===== config.mk =====
export PLATFORM = sky130hd
export DESIGN_NAME = if_id_buffer
export DESIGN_NICKNAME = d
export VERILOG_FILES = /design/src/rtl/if_id_buffer_pkg.sv /design/src/rtl/if_id_buffer_wrap_ptr.sv /design/src/rtl/if_id_buffer.sv
export SDC_FILE = /design/constraint.sdc
export NUM_CORES = 1
export LEC_CHECK = 0
export ABC_CLOCK_PERIOD_IN_PS = 11150
export CORE_MARGIN = 2
export CORE_UTILIZATION = 48
export CTS_CLUSTER_SIZE = 10
export DETAILED_ROUTE_END_ITERATION = 16
export PLACE_DENSITY = 0.79
export RECOVER_POWER = 50
export SYNTH_ARGS = -nofsm -noshare
export SYNTH_HDL_FRONTEND = slang
export SYNTH_SLANG_ARGS = --single-unit

===== constraint.sdc =====
create_clock -name clk -period 11.15 [get_ports clk]
set_clock_uncertainty 0.05 [all_clocks]
set_input_delay 2.23 -clock clk [delete_from_list [all_inputs] [get_ports clk]]
set_output_delay 2.23 -clock clk [all_outputs]
set_load 0.02 [all_outputs]

===== src/rtl/if_id_buffer_pkg.sv =====
// Shared fetch-packet types and constants for the IF/ID boundary.
package if_id_pkg;

    localparam int unsigned PC_W_DEF   = 64;
    localparam int unsigned INST_W_DEF = 32;

    localparam logic [31:0] NOP = 32'h0000_0013;

    typedef struct packed {
        logic [PC_W_DEF-1:0]   pc;
        logic [INST_W_DEF-1:0] instr;
    } fetch_pkt_t;

endpackage


===== src/rtl/if_id_buffer_wrap_ptr.sv =====
// Modulo-DEPTH pointer with increment and synchronous clear.
module wrap_ptr
    import if_id_pkg::*;
#(
    parameter int unsigned DEPTH = 2,
    parameter int unsigned AW    = $clog2(DEPTH)
) (
    input  logic          clk,
    input  logic          reset,
    input  logic          clr,
    input  logic          inc,
    output logic [AW-1:0] ptr
);

    logic [AW-1:0] ptr_nxt;

    always_comb begin
        ptr_nxt = ptr;
        if (clr)
            ptr_nxt = '0;
        else if (inc)
            ptr_nxt = (ptr == AW'(DEPTH - 1)) ? '0 : ptr + 1'b1;
    end

    always_ff @(posedge clk or posedge reset) begin
        if (reset)
            ptr <= '0;
        else
            ptr <= ptr_nxt;
    end

endmodule


===== src/rtl/if_id_buffer.sv =====
// IF/ID decoupling FIFO: registered handshakes, flush, NOP when empty.
module if_id_buffer
    import if_id_pkg::*;
#(
    parameter int unsigned DEPTH  = 2,
    parameter int unsigned PC_W   = PC_W_DEF,
    parameter int unsigned INST_W = INST_W_DEF,
    parameter int unsigned AW     = $clog2(DEPTH),
    parameter int unsigned CW     = $clog2(DEPTH) + 1
) (
    input  logic              clk,
    input  logic              reset,
    input  logic              in_valid,
    input  logic [PC_W-1:0]   in_pc,
    input  logic [INST_W-1:0] in_instr,
    output logic              in_ready,
    output logic              out_valid,
    output logic [PC_W-1:0]   out_pc,
    output logic [INST_W-1:0] out_instr,
    input  logic              out_ready,
    input  logic              flush,
    output logic [CW-1:0]     count
);

    typedef struct packed {
        logic [PC_W-1:0]   pc;
        logic [INST_W-1:0] instr;
    } pkt_t;

    pkt_t          mem [DEPTH];
    pkt_t          head;
    logic [AW-1:0] rptr;
    logic [AW-1:0] wptr;
    logic          push;
    logic          pop;

    // in_ready is held low while reset is asserted, then rises with no edge
    assign in_ready  = !reset && (count < CW'(DEPTH));
    assign out_valid = (count != '0);
    assign push      = in_valid && in_ready && !flush;
    assign pop       = out_valid && out_ready && !flush;

    wrap_ptr #(.DEPTH(DEPTH)) u_rptr (
        .clk   (clk),
        .reset (reset),
        .clr   (flush),
        .inc   (pop),
        .ptr   (rptr)
    );

    wrap_ptr #(.DEPTH(DEPTH)) u_wptr (
        .clk   (clk),
        .reset (reset),
        .clr   (flush),
        .inc   (push),
        .ptr   (wptr)
    );

    always_ff @(posedge clk) begin
        if (push)
            mem[wptr] <= '{pc: in_pc, instr: in_instr};
    end

    always_ff @(posedge clk or posedge reset) begin
        if (reset)
            count <= '0;
        else if (flush)
            count <= '0;
        else begin
            unique case ({push, pop})
                2'b10:   count <= count + 1'b1;
                2'b01:   count <= count - 1'b1;
                default: count <= count;
            endcase
        end
    end

    assign head      = mem[rptr];
    assign out_pc    = out_valid ? head.pc : '0;
    assign out_instr = out_valid ? head.instr : INST_W'(NOP);

endmodule

== Yosys cells after proc, flatten, opt, wreduce, memory -nomap -nowiden ==
Memory sizes are Yosys's and may differ from the RTL's.
Index checks and enable logic that the tools add are counted.

* Bits of input ports: 101
* Output and inout port bits: 100
* Bits in writable memories: 192
* Word-level logic and storage cells: 34
* Memories kept: 1
* Register bits after elaboration: 4

* Reduce and logical (&&, ||, !) cells: 11
* Magnitude comparators: 1
* Multiplexer cells: 12
* $add $sub $neg: 4
* Eq/ne operators: 2

{| class="wikitable"
|+ Memory list
! memory !! words !! width !! rd ports !! clocked after memory_dff !! write ports !! line !! source
|-
| mem || 2 || 96 || 1 || 0 || 1 || if_id_buffer.sv:30 || <nowiki>pkt_t mem [DEPTH];</nowiki>
|}

{| class="wikitable"
|+ Operators with widths
! kind !! count
|-
| 2-to-1 mux 64 bit || 1
|-
| 2-to-1 mux 32 bit || 1
|-
| 2-to-1 mux 1 bit || 8
|-
| nonzero test 2 bit || 3
|-
| logical AND 1 bit || 5
|-
| one-hot mux 2 bit (2 select lines) || 1
|-
| nonzero test 3 bit || 1
|-
| adder 1 bit (second input constant) || 2
|-
| adder 2 x 1 -> 2 bit (second input constant) || 1
|-
| == test 2 x 1 -> 1 bit (second input constant) || 1
|-
| == test 2 bit (second input constant) || 1
|-
| zero test 1 bit || 2
|-
| less-than comparator 2 bit (second input constant) || 1
|-
| 2-to-1 mux 2 bit || 1
|-
| subtractor 2 x 1 -> 2 bit (second input constant) || 1
|}

== Depth between registers and ports, before layout ==
Gate-level depths: netlist of run 1.

* Word-level depth: 7
* Depth in mapped cells: 5
* Gate-level depth less buffers: 3

== Cells and area by module ==
From an unflattened synthesis of run 1, not the netlist that was laid out.

* Cells, all modules: 433
* Area, all modules: 7549.7 um^2

{| class="wikitable"
|+ By module, submodules not included
! module !! instances !! sequential area each (um^2) !! area an instance (um^2) !! cells an instance
|-
| if_id_buffer || 1 || 5815.6 || 7467.2 || 425
|-
| wrap_ptr || 2 || 25.0 || 41.3 || 4
|}

== Worst setup path before layout of run 1 ==
No wires, ideal clock.

* Kind: in2reg
* From: in reset
* To: mem mem[1][0] (netlist bit), enable pin
* Data arrival time: 9.689 ns
* Setup time: 0.688 ns
* Required time: 10.412 ns
* Stages on the path: 3
* Slack: 0.723 ns
* Cell sequence: nor2_1 -> nand2_1 -> nor3b_1

* Cells in the longest elaborated chain, start to end: 6

{| class="wikitable"
|+ RTL lines
! what !! line !! source
|-
| from (decl) || if_id_buffer.sv:12 || <nowiki>input logic reset,</nowiki>
|-
| zero test 1 bit (no source line) || -- ||
|-
| logical AND 1 bit || if_id_buffer.sv:38 || <nowiki>assign in_ready = !reset && (count < CW'(DEPTH));</nowiki>
|-
| logical AND 1 bit (2 in series) || if_id_buffer.sv:40 || <nowiki>assign push = in_valid && in_ready && !flush;</nowiki>
|-
| 2-to-1 mux 1 bit || if_id_buffer.sv:60 || <nowiki>if (push)</nowiki>
|-
| 2-to-1 mux 1 bit (not written as such) || if_id_buffer.sv:61 || <nowiki>mem[wptr] <= '{pc: in_pc, instr: in_instr};</nowiki>
|-
| to (decl) || if_id_buffer.sv:30 ||
|}

No other way between the ends.

== Final worst setup path of run 1 ==
* From: in reset
* To: out in_ready

* Cells in the longest elaborated chain, start to end: 2

{| class="wikitable"
|+ RTL lines
! what !! line !! source
|-
| zero test 1 bit (no source line) || -- ||
|-
| logical AND 1 bit || if_id_buffer.sv:38 ||
|-
| to (decl) || if_id_buffer.sv:16 || <nowiki>output logic in_ready,</nowiki>
|}

No other way between the ends.

==> flow_metrics.env, run 1 <==
export IMPL_outcome="complete, but fails checks"
export IMPL_violations="max-capacitance violations, max-slew violations"
export IMPL_multi_input_area_um2=1450
export IMPL_cts_setup_buffers=0
export IMPL_arrival_ns=3.58
export IMPL_min_path_cells=2
export IMPL_dp_cells=826
export IMPL_initial_core_util_pct=49.4
export IMPL_cts_resized=0
export IMPL_grt_ovfl_total=0
export IMPL_fin_crit_ns=5.86
export IMPL_cts_buffers=17
export IMPL_die_h_um=129
export IMPL_worst_path_max_fanout=4
export IMPL_yosysMostFrequentCell="edfxtp_1"
export IMPL_end_kind="primary output"
export IMPL_postCtsHoldBufs=0
export IMPL_fin_crit_sh_pct=52.6
export IMPL_place_hpwl_um=9320
export IMPL_synth_cell_types=22
export IMPL_first_iter_violations=232
export IMPL_viasPerCell=4.93
export IMPL_reg2reg_depth=4
export IMPL_yosys_warnings=0
export IMPL_drive_gt1_share_pct=5.56
export IMPL_worstHoldStart="u_wptr.ptr"
export IMPL_drc=0
export IMPL_crit_reg2reg_launch="count[1]"
export IMPL_syn_to_final_growth_pct=35.9
export IMPL_ys_seq_area_share_pct=77.8
export IMPL_worstPathCellList="dlygate4sd3_1 > nor2_1 > clkdlybuf4s50_1"
export IMPL_postLayoutCellArea_um2=10200
export IMPL_core_area_um2=15300
export IMPL_cpPeakStageDelay_ns=0.63
export IMPL_antenna_found_initial=2
export IMPL_setup_viol_count_final=0
export IMPL_fin_nets=735
export IMPL_cts_root_buffer="clkbuf_16"
export IMPL_routabilityCongestion=0.731
export IMPL_worstHoldEndpoint="u_wptr.ptr"
export IMPL_crit_family="buffers and inverters"
export IMPL_irDropWorstVdd_mv=0.101
export IMPL_avgSynthCellArea_um2=17.5
export IMPL_clkSlewWorstSetupHoldPaths_ns=0.06
export IMPL_max_freq_mhz=171
export IMPL_synth_area_leaders="edfxtp_1 (76%), mux2i_1 (13%), nor2_1 (4.8%)"
export IMPL_crit_slowest_cell="clkdlybuf4s50_1"
export IMPL_ant_nets=0
export IMPL_rows=45
export IMPL_synth_area_leader_cell="edfxtp_1"
export IMPL_synth_seq_cells=196
export IMPL_r2r_end="mem[1][65]"
export IMPL_io_pins=201
export IMPL_path_class="in2out"
export IMPL_ff2ff_setup_slack_ns=7.99
export IMPL_p_leak_nw=3.31
export IMPL_clock_path_buffers=2
export IMPL_tritoncts="built"
export IMPL_netlist_area_um2=7540
export IMPL_power_density_nw_per_um2=156
export IMPL_fillers=1046
export IMPL_synth_edf_count=192
export IMPL_maxCapViolCount=2
export IMPL_cp_num_buf_inv=2
export IMPL_slew_violations=80
export IMPL_synthDominantCellAreaShare_pct=76.5
export IMPL_worst_pin_slew_ns=2.28
export IMPL_die_w_um=129
export IMPL_syn_nets=531
export IMPL_grt_max_degree=58
export IMPL_numClockSinks=196
export IMPL_first_global_vias=4378
export IMPL_design_die_area_um2=16700
export IMPL_routedWlPerCell_um=17.0
export IMPL_async_flop_share_pct=2.04
export IMPL_slew_headroom_pct=-51.9
export IMPL_dr_pass1_iters=6
export IMPL_totalWireLength_um=14600
export IMPL_finalSetupTns_ns=0
export IMPL_clk_latency_ns=0.43
export IMPL_rsz0062_at_grt="no"
export IMPL_cp_start_kind="input port"
export IMPL_dr_total_vias=4240
export IMPL_ys_top_cells_by_count="edfxtp_1 (192), mux2i_1 (97), nor2_1 (97), buf_4 (7), buf_2 (5)"
export IMPL_numPortBuffers=200
export IMPL_hold_viol=0
export IMPL_synth_main_ff_cell="edfxtp_1"
export IMPL_grtUsageTotal_pct=17.5
export IMPL_layout_cells_non_filler=860
export IMPL_place_area_um2=9650
export IMPL_htreeDepth=4
export IMPL_crit_required_ns=8.87
export IMPL_grt_first_pass_wirelength_um=21900
export IMPL_synthCells=430
export IMPL_hold_path_class="reg2reg"
export IMPL_regArea_um2=5870
-- state kept, by name, indices dropped and copies added, names as in the netlist --
signal	flops
mem	192
u_wptr.ptr	1
count	2
u_rptr.ptr	1
-- cell usage in the layout, fill, tap and decap left out, types with 3 or more instances in the layout --
cell and instances:
clkdlybuf4s50_1 102, dlygate4sd3_1 98, bufinv_16 4, nor2_1 97
nand2_1 4, clkbuf_1 4, dfrtp_1 3, clkbuf_16 17
mux2i_1 97, buf_4 4, nand2b_1 3, clkinv_2 3
edfxtp_1 192
-- how the worst max path moves through the flow --
stage / from / endpoint / depth (start not counted)
final: reset / in_ready / 3
after global routing: reset / in_ready / 3
after floorplan: reset / mem[1][0] / 3
after CTS: reset / in_ready / 3
after global placement: reset / in_ready / 3
after detailed placement: reset / in_ready / 3
-- per-stage QoR --
step / power (mW) / hold WS [ns] / util [%] / setup slack (ns)
6_report: 1.60 / 0.541 / 67.2 / 5.29
4_1_cts: 1.62 / 0.559 / 67.3 / 5.39
2_1_floorplan: 0.919 / 0.475 / - / 0.723
5_1_grt: 1.65 / 0.577 / 67.2 / 5.21
3_3_place_gp: 0.985 / 0.510 / 63.2 / 5.41
3_5_place_dp: 0.990 / 0.549 / 63.2 / 5.40
-- per-layer routing --
metal	wire length (um)	track usage (%)	vias to the layer above	share of wire (%)
li1	-	-	2007	-
met1	6110	21.1	2058	42
met2	7280	29.8	156	50
met3	1000	5.08	19	6.9
met4	233	6.97	0	1.6
met5	0	0	-	0
-- layout make-up --
type	count	share of cell area (%)
sequential	196	57.3
timing repair buffer	206	19.9
multi-input combinational	211	14.1
clock buffer	19	4.22
tap	211	2.58
clock inverter	13	1.78
inverter	2	0.0733
antenna	2	0.0488
-- worst register-to-register path: stages, from the launching register on --
cell and delay, ns:
dfrtp_1 0.48, nor2_1 0.18, nand2_1 0.12, nor3b_1 0.29
clkbuf_1 1.60
-- cell families (layout without fill, tap and decap cells) --
kind of cell,count (synthesis),count (layout),share of synthesized area (%)
and+or+nand+nor,108,108,5.69
muxes,97,97,12.9
AOI/OAI and AO/OA,4,4,0.382
other,0,2,0
DFF,196,196,77.8
xor gates and xnor gates,2,2,0.232
buffers and inverters,23,240,3.04
-- where the power goes --
part | leakage [nW] | total (mW) | internal, mW | switching (mW)
Clock | 0.296 | 0.630 | 0.375 | 0.255
Combinational | 1.22 | 0.130 | 0.0653 | 0.0649
Sequential | 1.80 | 0.836 | 0.827 | 0.00836
Note: power is estimated with default switching activity, not from simulation.
==> run 2, diff against run 1 <==
- ABC_CLOCK_PERIOD_IN_PS: 11150 -> 5400
- clock period: 11.15 -> 5.4 ns (I/O delays scaled with it)
==> run 2 against run 1 <==
Effect of this change: via count increased by 0.83%; the flow still finishes with violations (max-capacitance violations, max-slew violations); design area increased by 0.13%; worst hold slack improved by 0.020 ns; power increased by 100%; die area unchanged; non-clock buffer count increased by 1; clock power increased by 92%; flip-flop and latch count unchanged; highest routed layer unchanged; global-route usage about the same; worst setup slack got worse by 4.1 ns; final cell count increased by 0.81%.
==> flow_metrics.env, run 2 (synthesized netlist as in run 1, its figures left out) <==
export IMPL_outcome="complete, but fails checks"
export IMPL_violations="max-capacitance violations, max-slew violations"
export IMPL_core_area_um2=15300
export IMPL_arrival_ns=4.26
export IMPL_crit_required_ns=5.46
export IMPL_worstPathCellList="dlygate4sd3_1 > nor2_1 > nand2_1 > nor3_1 > buf_4"
export IMPL_grtUsageTotal_pct=17.5
export IMPL_internal_power_mw=2.53
export IMPL_grt_ovfl_total=0
export IMPL_postCtsHoldBufs=0
export IMPL_slew_violations=62
export IMPL_initial_core_util_pct=49.4
export IMPL_worst_pin_slew_ns=2.46
export IMPL_postLayoutCellArea_um2=10300
export IMPL_ant_nets=0
export IMPL_totalWireLength_um=14400
export IMPL_dr_pass1_iters=4
export IMPL_clkPwrFrac_pct=37.6
export IMPL_maxCapViolCount=2
export IMPL_crit_start="reset"
export IMPL_grt_first_pass_wirelength_um=21800
export IMPL_viasPerCell=4.93
export IMPL_routabilityCongestion=0.770
export IMPL_first_iter_violations=253
export IMPL_clock_path_buffers=2
export IMPL_first_global_vias=4241
export IMPL_drc=0
export IMPL_cpPeakStageDelay_ns=1.83
export IMPL_ff2ff_setup_slack_ns=1.93
export IMPL_largest_reg_flops=192
export IMPL_final_common_cell="edfxtp_1"
export IMPL_drive_gt1_share_pct=5.56
export IMPL_dr_total_vias=4275
export IMPL_end_kind="flip-flop"
export IMPL_place_hpwl_um=9550
export IMPL_irDropWorstVdd_mv=0.205
export IMPL_numPortBuffers=200
export IMPL_design_die_area_um2=16700
export IMPL_die_h_um=129
export IMPL_tritoncts="built"
export IMPL_clkSlewWorstSetupHoldPaths_ns=0.07
export IMPL_fin_crit_sh_pct=77.8
export IMPL_power_frac_seq_pct=53.9
export IMPL_r2r_end="mem[0][25]"
export IMPL_rows=45
export IMPL_final_util_pct=67.2
export IMPL_fin_nets=736
export IMPL_io_pins=201
export IMPL_rsz0062_at_grt="no"
export IMPL_fin_crit_ns=4.20
export IMPL_cts_root_buffer="clkbuf_16"
export IMPL_reg2reg_depth=4
export IMPL_mostFrequentLayoutCells="edfxtp_1 (192), clkdlybuf4s50_1 (103), nor2_1 (97), mux2i_1 (97), dlygate4sd3_1 (97)"
export IMPL_slew_headroom_pct=-65.1
export IMPL_max_freq_mhz=238
export IMPL_crit_reg2reg_launch="count[1]"
export IMPL_setup_viol_count_final=0
export IMPL_p_comb_share_pct=8.5
export IMPL_path_class="in2reg"
export IMPL_cts_buffers=17
export IMPL_die_w_um=129
export IMPL_crit_family="simple AND/OR/NAND/NOR gates"
export IMPL_grt_max_degree=75
export IMPL_critPathCapture="mem[0][25]"
export IMPL_total_power_mw=3.20
export IMPL_p_leak_nw=3.31
export IMPL_cp_num_buf_inv=2
export IMPL_place_area_um2=9710
export IMPL_cp_start_kind="input port"
export IMPL_syn_to_final_growth_pct=36.1
export IMPL_hold_path_class="reg2reg"
export IMPL_htreeDepth=4
export IMPL_power_density_nw_per_um2=312
export IMPL_worst_path_max_fanout=18
export IMPL_hold_viol=0
export IMPL_antenna_found_initial=8
export IMPL_routedWlPerCell_um=16.6
export IMPL_cts_setup_buffers=0
export IMPL_reg_top3="mem (192), count (2)"
export IMPL_switching_share_pct=21.1
export IMPL_crit_slowest_cell="nor3_1"
export IMPL_crit_cells=5
export IMPL_numClockSinks=196
export IMPL_clk_latency_ns=0.42
export IMPL_cts_resized=0
export IMPL_switching_power_uw=674
export IMPL_finalSetupTns_ns=0
export IMPL_regMostFlops="mem"
run 2: cell types whose count changed in the layout (fill, tap and decap cells not counted):
| cell | previous run | this run |
|---|---|---|
| diode_2 | 2 | 8 |
| buf_12 | 0 | 3 |
| bufinv_16 | 4 | 2 |
| inv_6 | 0 | 2 |
| buf_4 | 4 | 3 |
| clkdlybuf4s50_1 | 102 | 103 |
| clkinv_1 | 1 | 2 |
| clkinv_2 | 3 | 2 |
| clkinv_4 | 2 | 3 |
| clkinvlp_4 | 2 | 1 |
| dlygate4sd3_1 | 98 | 97 |
| inv_8 | 1 | 0 |
run 2: how the worst min path moves through the flow:
stage | startpoint | slack [ns] | depth (start not counted) | endpoint
6_report | u_wptr.ptr | 0.56 | 2 | u_wptr.ptr
5_1_grt | u_wptr.ptr | 0.60 | 2 | u_wptr.ptr
4_1_cts | u_wptr.ptr | 0.62 | 2 | u_wptr.ptr
3_5_place_dp | u_wptr.ptr | 0.60 | 2 | u_wptr.ptr
3_3_place_gp | u_wptr.ptr | 0.57 | 2 | u_wptr.ptr
2_1_floorplan | u_wptr.ptr | 0.54 | 2 | u_wptr.ptr
run 2: power by group through the flow:
stage	logic [mW]	registers [mW]	clock network, mW
after floorplan	0.143	1.75	0
after global routing	0.291	1.73	1.29
final	0.272	1.72	1.21
after global placement	0.283	1.76	0
after detailed placement	0.290	1.76	0
after CTS	0.291	1.73	1.22
run 2: tightest hold or removal path, delay by kind of cell, from the launching register on:
family        cells  cell delay (ns)
simple gates      1             0.05
xor+xnor          1             0.13
flops             1             0.39
run 2: through the flow:
stage          worst slack [ns]  hold WS (ns)  instances
5_1_grt                   0.901         0.602        865
4_1_cts                    1.40         0.622        859
2_1_floorplan             0.778         0.538        430
3_5_place_dp               1.88         0.603        827
3_3_place_gp               1.92         0.566        827
6_report                   1.20         0.561        867
run 2: layout make-up:
cell class                 instances  area [um^2]
inverter                           2         7.51
fill                            1074         5000
clock buffer                      20          437
tap                              211          264
clock inverter                    12          129
sequential                       196         5870
multi-input combinational        211         1450
antenna                            8         20.0
timing repair buffer             207         2090
run 2: layer usage:
metal | vias to the layer above | GRT usage (%) | part of all wire [%]
li1 | 2010 | - | -
met1 | 2061 | 21.8 | 41
met2 | 173 | 28.0 | 49
met3 | 31 | 5.95 | 7.2
met4 | 0 | 7.61 | 2.3
met5 | - | 0 | 0
